===== src/rtl/operand_capture_fifo_if.sv =====
// Handshake bundle for operand_capture_fifo: decode side (in_*) and execute side (out_*).
// OPERAND_FWD_EN adds the forwarding signals fwd_valid/fwd_rd/fwd_data/in_rs_idx.
interface operand_capture_fifo_if #(
  parameter int unsigned XLEN  = 32,
  parameter int unsigned NSRC  = 2,
  parameter int unsigned DEPTH = 2
);
  localparam int unsigned CW = $clog2(DEPTH + 1);

  logic                   in_valid;
  logic                   in_ready;
  logic [6:0]             in_opcode;
  logic [XLEN-1:0]        in_imm;
  logic [NSRC*XLEN-1:0]   in_rf_data;
  logic                   out_valid;
  logic                   out_ready;
  logic [6:0]             out_opcode;
  logic [1:0]             out_class;
  logic [NSRC*XLEN-1:0]   out_operands;
  logic [CW-1:0]          out_count;
`ifdef OPERAND_FWD_EN
  logic                   fwd_valid;
  logic [4:0]             fwd_rd;
  logic [XLEN-1:0]        fwd_data;
  logic [NSRC*5-1:0]      in_rs_idx;

  modport master (
    output in_valid, in_opcode, in_imm, in_rf_data, out_ready,
    output fwd_valid, fwd_rd, fwd_data, in_rs_idx,
    input  in_ready, out_valid, out_opcode, out_class, out_operands, out_count
  );
  modport slave (
    input  in_valid, in_opcode, in_imm, in_rf_data, out_ready,
    input  fwd_valid, fwd_rd, fwd_data, in_rs_idx,
    output in_ready, out_valid, out_opcode, out_class, out_operands, out_count
  );
`else
  modport master (
    output in_valid, in_opcode, in_imm, in_rf_data, out_ready,
    input  in_ready, out_valid, out_opcode, out_class, out_operands, out_count
  );
  modport slave (
    input  in_valid, in_opcode, in_imm, in_rf_data, out_ready,
    output in_ready, out_valid, out_opcode, out_class, out_operands, out_count
  );
`endif
endinterface


===== src/rtl/operand_capture_fifo.sv =====
// Operand-capture stage: classifies opcodes, selects NSRC operands and buffers bundles in a DEPTH-entry FIFO.
// Define OPERAND_FWD_EN to enable register-file bypass from the fwd_* signals.
module operand_capture_fifo #(
  parameter int unsigned XLEN  = 32,
  parameter int unsigned NSRC  = 2,
  parameter int unsigned DEPTH = 2
) (
  input logic                  clk,
  input logic                  rst,
  operand_capture_fifo_if.slave bus
);
  localparam int unsigned PW = $clog2(DEPTH);
  localparam int unsigned CW = $clog2(DEPTH + 1);

  typedef enum logic [1:0] {
    CLS_NONE = 2'b00,
    CLS_I    = 2'b01,
    CLS_R    = 2'b10
  } op_class_e;

  typedef struct packed {
    logic [6:0]           opcode;
    op_class_e            cls;
    logic [NSRC*XLEN-1:0] operands;
  } bundle_t;

  bundle_t       mem_q [DEPTH];
  logic [PW-1:0] wr_ptr_q, wr_ptr_d;
  logic [PW-1:0] rd_ptr_q, rd_ptr_d;
  logic [CW-1:0] count_q, count_d;

  op_class_e       cls;
  bundle_t         cap;
  bundle_t         head;
  logic [XLEN-1:0] rf_sel;
  logic            is_i, is_r;
  logic            full, not_empty, push, pop;

  always_comb begin
    is_i = (bus.in_opcode[6:3] == 4'b0000) || (bus.in_opcode[6:4] == 3'b001) ||
           (bus.in_opcode[6:2] == 5'b11001);
    is_r = (bus.in_opcode[6:4] == 3'b011) || (bus.in_opcode[6:2] == 5'b01011) ||
           (bus.in_opcode[6:2] == 5'b10100);
    if (is_i)      cls = CLS_I;
    else if (is_r) cls = CLS_R;
    else           cls = CLS_NONE;
  end

  // Channel 0 always reads the register file when classified; higher channels take the immediate for I-type.
  always_comb begin
    cap          = '0;
    rf_sel       = '0;
    cap.opcode   = bus.in_opcode;
    cap.cls      = cls;
    for (int unsigned k = 0; k < NSRC; k++) begin
      rf_sel = bus.in_rf_data[k*XLEN +: XLEN];
`ifdef OPERAND_FWD_EN
      if (bus.fwd_valid && (bus.fwd_rd != 5'd0) && (bus.fwd_rd == bus.in_rs_idx[k*5 +: 5]))
        rf_sel = bus.fwd_data;
`endif
      if ((cls == CLS_R) || ((cls == CLS_I) && (k == 0)))
        cap.operands[k*XLEN +: XLEN] = rf_sel;
      else if (cls == CLS_I)
        cap.operands[k*XLEN +: XLEN] = bus.in_imm;
    end
  end

  assign full      = (count_q == CW'(DEPTH));
  assign not_empty = (count_q != '0);
  assign push      = bus.in_valid & bus.in_ready;
  assign pop       = not_empty & bus.out_ready;

  // Pointers are PW bits wide, so DEPTH being a power of two makes the increment wrap by itself.
  always_comb begin
    wr_ptr_d = wr_ptr_q;
    rd_ptr_d = rd_ptr_q;
    count_d  = count_q;
    if (push) wr_ptr_d = wr_ptr_q + PW'(1);
    if (pop)  rd_ptr_d = rd_ptr_q + PW'(1);
    if (push && !pop)      count_d = count_q + CW'(1);
    else if (pop && !push) count_d = count_q - CW'(1);
  end

  always_ff @(posedge clk) begin
    if (!rst) begin
      wr_ptr_q <= '0;
      rd_ptr_q <= '0;
      count_q  <= '0;
    end else begin
      wr_ptr_q <= wr_ptr_d;
      rd_ptr_q <= rd_ptr_d;
      count_q  <= count_d;
    end
  end

  always_ff @(posedge clk) begin
    if (push) mem_q[wr_ptr_q] <= cap;
  end

  assign head             = mem_q[rd_ptr_q];
  assign bus.in_ready     = rst & ~full;
  assign bus.out_valid    = not_empty;
  assign bus.out_opcode   = not_empty ? head.opcode   : '0;
  assign bus.out_class    = not_empty ? head.cls      : CLS_NONE;
  assign bus.out_operands = not_empty ? head.operands : '0;
  assign bus.out_count    = count_q;
endmodule


===== src/flat_wrapper.sv =====
// flat-port wrapper written by rule: the top's interface ports become plain ports
module operand_capture_fifo_flat 
#(
  parameter int unsigned XLEN  = 32,
  parameter int unsigned NSRC  = 2,
  parameter int unsigned DEPTH = 2
)
  (clk, rst, bus_in_valid, bus_in_opcode, bus_in_imm, bus_in_rf_data, bus_out_ready, bus_in_ready, bus_out_valid, bus_out_opcode, bus_out_class, bus_out_operands, bus_out_count);
  operand_capture_fifo_if #(.XLEN(XLEN), .NSRC(NSRC), .DEPTH(DEPTH)) bus_i ();
  input logic clk;
  input logic rst;
  input wire logic [$bits(bus_i.in_valid)-1:0] bus_in_valid;
  input wire logic [$bits(bus_i.in_opcode)-1:0] bus_in_opcode;
  input wire logic [$bits(bus_i.in_imm)-1:0] bus_in_imm;
  input wire logic [$bits(bus_i.in_rf_data)-1:0] bus_in_rf_data;
  input wire logic [$bits(bus_i.out_ready)-1:0] bus_out_ready;
  output wire logic [$bits(bus_i.in_ready)-1:0] bus_in_ready;
  output wire logic [$bits(bus_i.out_valid)-1:0] bus_out_valid;
  output wire logic [$bits(bus_i.out_opcode)-1:0] bus_out_opcode;
  output wire logic [$bits(bus_i.out_class)-1:0] bus_out_class;
  output wire logic [$bits(bus_i.out_operands)-1:0] bus_out_operands;
  output wire logic [$bits(bus_i.out_count)-1:0] bus_out_count;
  assign bus_i.in_valid = bus_in_valid;
  assign bus_i.in_opcode = bus_in_opcode;
  assign bus_i.in_imm = bus_in_imm;
  assign bus_i.in_rf_data = bus_in_rf_data;
  assign bus_i.out_ready = bus_out_ready;
  assign bus_in_ready = bus_i.in_ready;
  assign bus_out_valid = bus_i.out_valid;
  assign bus_out_opcode = bus_i.out_opcode;
  assign bus_out_class = bus_i.out_class;
  assign bus_out_operands = bus_i.out_operands;
  assign bus_out_count = bus_i.out_count;
  operand_capture_fifo #(.XLEN(XLEN), .NSRC(NSRC), .DEPTH(DEPTH)) u_core (.clk(clk), .rst(rst), .bus(bus_i));
endmodule

===== config.mk =====
export PLATFORM = sky130hd
export DESIGN_NAME = operand_capture_fifo_flat
export DESIGN_NICKNAME = d
export VERILOG_FILES = /design/src/rtl/operand_capture_fifo_if.sv /design/src/rtl/operand_capture_fifo.sv /design/src/flat_wrapper.sv
export SDC_FILE = /design/constraint.sdc
export NUM_CORES = 1
export LEC_CHECK = 0
export CORE_MARGIN = 5
export CORE_UTILIZATION = 25
export DETAILED_ROUTE_END_ITERATION = 10
export PLACE_DENSITY = 0.59
export SYNTH_ARGS = -nofsm -noshare
export SYNTH_HDL_FRONTEND = slang
export SYNTH_SLANG_ARGS = --single-unit

===== constraint.sdc =====
create_clock -name clk -period 12.8 [get_ports clk]
set_input_delay 3.2 -clock clk [delete_from_list [all_inputs] [get_ports clk]]
set_output_delay 3.2 -clock clk [all_outputs]
set_load 0.02 [all_outputs]

==> reports/qor.log <==
qor: logic_synthesis.ys_top_cells_by_count 146 x edfxtp_1, 79 x nor2_1, 73 x mux2i_1
qor: global_route.grt.overflow.total 0
qor: logic_synthesis.ys_top_cells_by_area edfxtp_1 68%, mux2i_1 11%, nor2_1 4.6%
qor: logic_synthesis.synth-adder-area-share 0.195%
qor: logic_synthesis.synth_mux_area_share 11.4%
qor: drt.post_drt_via_cell_ratio 4.32
qor: worst_setup_path.crit_type input pin to output pin
qor: cells_and_area.final_net_count 715
qor: cells_and_area.area_growth 42.9%
qor: power.peakVddDrop 0.0656 mV
qor: cells_and_area.stdcell_area 9170 um^2
qor: power.power_density 195 nW/um^2
qor: flow_run.drv_cap 0
qor: worst_setup_path.r2r_slack 10.62 ns
qor: clock_tree.cts_max_level 4
qor: worst_setup_path.cp_top_family buffers and inverters
qor: worst_setup_path.worstPathRequired 9.60 ns
qor: clock_tree.clk_latency_worst_skew_pair 0.41 ns
qor: global_route.track_usage 10.5%
qor: logic_synthesis.postSynthNetCount 534
qor: floorplan.die_outline_area 29000 um^2
qor: sta.worstMarginPinSlew 1.07 ns
qor: worst_setup_path.worstPathArrival 4.47 ns
qor: drt.vias_after_detailed_routing 4101
qor: drt.drc 0
qor: logic_synthesis.complex_gate_fraction_of_the_synthesized_area 9.35%
qor: floorplan.core-area 25300 um^2
qor: worst_setup_path.crit_cells 3
qor: clock_tree.cts-root-buf clkbuf_16
qor: logic_synthesis.seq_area_frac_synth 69.8%
qor: clock_tree.cts.repair_timing.setup_buffer_count 0
qor: clock_tree.maximum_root_to_sink_buffer_count 2
qor: clock_tree.path_clk_slew 0.06 ns
qor: logic_synthesis.yosys_most_used_dff edfxtp_1
qor: sta.timing.final.hold_violations 0
qor: clock_tree.cts_made_buffers 17
qor: sta.setup_viol_count_final 0
qor: logic_synthesis.ys_ff_latch 151
qor: sta.period_share 59.9%
qor: cells_and_area.finalNonFillerCells 950
qor: logic_synthesis.instance_count_of_the_mapped_netlist 426
qor: logic_synthesis.largest_family_of_logic_cells_by_synthesized_area multiplexers
qor: sta.rsz0062_at_grt false
qor: sta.drv_slew 0
qor: drt.wirelength_routed 15200 um
qor: global_route.largest_net_degree_at_the_start_of_global_routing 74
qor: logic_synthesis.synthSimpleGateAreaFrac 6.10%
qor: floorplan.die_height 170 um
qor: sta.sum_neg_setup_slack 0 ns
qor: sta.clock.fmax 130 MHz
qor: worst_setup_path.worstPathBufferInverterCount 2
qor: clock_tree.clock-sinks 151
qor: outcome.run_status complete, no violations
qor: worst_setup_path.crit_path_max_fanout 5
qor: worst_setup_path.max_stage_delay 0.60 ns
qor: logic_synthesis.yosys_warnings 0
qor: clock_tree.tritoncts_clock_tree yes
qor: global_route.first_global_vias 4236
qor: drt.drt_iter0_drc 159
qor: drt.post_drt_wl_per_cell 16.0 um
qor: placed_design.post_dp_cell_area 8590 um^2
qor: min_path.whs_path_depth 2
qor: logic_synthesis.synth_most_common_cell edfxtp_1
qor: worst_setup_path.critical_path.startpoint_type input pin
qor: sta.post-route-min-period 7.67 ns
qor: logic_synthesis.synthesis.area 6420 um^2
qor: floorplan.core_rows 58
qor: logic_synthesis.async_reset_ff_share 0%
qor: worst_setup_path.critical_path.slowest_cell clkdlybuf4s50_1
qor: worst_setup_path.rr_worst_depth 4
qor: logic_synthesis.post_synth_xor_area_fraction 0.409%
qor: global_route.wire_length_of_the_first_global_routing_pass 23400 um
qor: clock_tree.cts-hold-fix-buffers 0
qor: cells_and_area.layout-drive-gt1-share 7.58%
qor: cells_and_area.num_antenna_cells 0
qor: floorplan.start_util 25.4%
qor: placed_design.dpl.hpwl 9390 um
qor: sta.worst_clock_skew 0.00886 ns
qor: logic_synthesis.syn-mean-instance-area 15.1 um^2
qor: global_route.grt_antenna_before_repair 1
qor: worst_setup_path.cp-end-kind output pin
qor: placed_design.final_weighted_congestion_in_routability_driven_placement 0.670
qor: sta.timing.slew.headroom 28.9%
qor: placed_design.dp.cells 918
qor: logic_synthesis.synth.top_cell.area_share 68.3%
qor: floorplan.top_level_ports 184
qor: clock_tree.cts_resized 0
qor: logic_synthesis.synth_enable_flop_cells 146
qor: worst_setup_path.cp_cell_sequence clkdlybuf4s50_1, and2_1, clkdlybuf4s50_1
qor: drt.ant_nets 0
qor: floorplan.die_width 170 um
qor: min_path.worstHoldPathType register to register
qor: placed_design.portBuffers 183
qor: logic_synthesis.synth.lib_cells_used.distinct 34
qor: logic_synthesis.largest_area_contributor_in_the_netlist edfxtp_1
qor: power.power_leakage 0.00305 uW
qor: drt.drt-pass1-iter-count 4
qor: worst_setup_path.path_common_cell clkdlybuf4s50_1
qor: sta.fin_worst_hold_slack 0.502 ns
state kept, by name (all words and copies together) (netlist names), named ones only:
| signal | flops |
|---|---|
| u_core.bus.out_count | 2 |
| u_core.mem_q | 146 |
| u_core.rd_ptr_q | 1 |
| u_core.wr_ptr_q | 1 |
worst paths after layout:
| check | endpoint | startpoint |
|---|---|---|
| max reg2reg | u_core.mem_q[1][32]$_DFFE_PP_ | u_core.bus.out_count[0]$_SDFFE_PN0P_ |
| min | u_core.rd_ptr_q$_SDFFE_PN0P_ | u_core.rd_ptr_q$_SDFFE_PN0P_ |
| min reg2reg | u_core.rd_ptr_q$_SDFFE_PN0P_ | u_core.rd_ptr_q$_SDFFE_PN0P_ |
| max | bus_in_ready | rst |
report_power, final:
group          internal (uW)  total [uW]  switching, uW
registers                594         629           34.7
logic                    300         661            361
clock network            305         501            195
area by class of cell:
type                            count  area (um^2)
Clock buffer                       19          433
Clock inverter                     13          155
Fill cell                        2481        16100
Inverter                            5         20.0
Multi-Input combinational cell    242         1780
Sequential cell                   151         4490
Tap cell                          330          413
Timing Repair Buffer              190         1880
worst reg2reg max path: cells and delay by family, from the launching register on:
family	cells	cell delay (ns)
buffers and inverters	1	0.80
and+or+nand+nor	3	0.48
DFF	1	0.48
layout by cell type, fill, tap and decap left out, drive strengths merged, types with 2 or more instances in the layout:
master / count
clkdlybuf4s50: 183
edfxtp: 146
nor2: 79
mux2i: 73
a22o: 32
a21boi: 32
clkbuf: 19
buf: 7
clkinv: 7
inv: 5
dfxtp: 5
xor2: 3
clkinvlp: 3
bufinv: 3
a21oi: 3
nand2b: 2
o21ai: 2
metrics by stage:
step | total power (uW) | utilization [%] | worst slack [ns]
6_report | 1790 | 36.3 | 5.13
2_1_floorplan | 997 | - | 5.96
4_1_cts | 1830 | 36.3 | 5.12
5_1_grt | 1890 | 36.3 | 5.08
3_5_place_dp | 1320 | 34.0 | 5.12
3_3_place_gp | 1320 | 34.0 | 5.13
per-layer routing:
metal	part of all wire [%]	up-vias	wire length, um	track usage, %
li1	-	1973	-	-
met1	41	1963	6250	12.4
met2	49	152	7420	17.7
met3	9.1	11	1380	4.53
met4	0.72	2	109	2.50
met5	0.13	-	20	0
cells by family after synthesis:
logic type | after synthesis
fa+ha+maj | 1
buf+inv | 33
compound gates | 74
simple gates | 91
flops | 151
xor+xnor | 3
mux | 73
(Power assumes the default switching activity.)
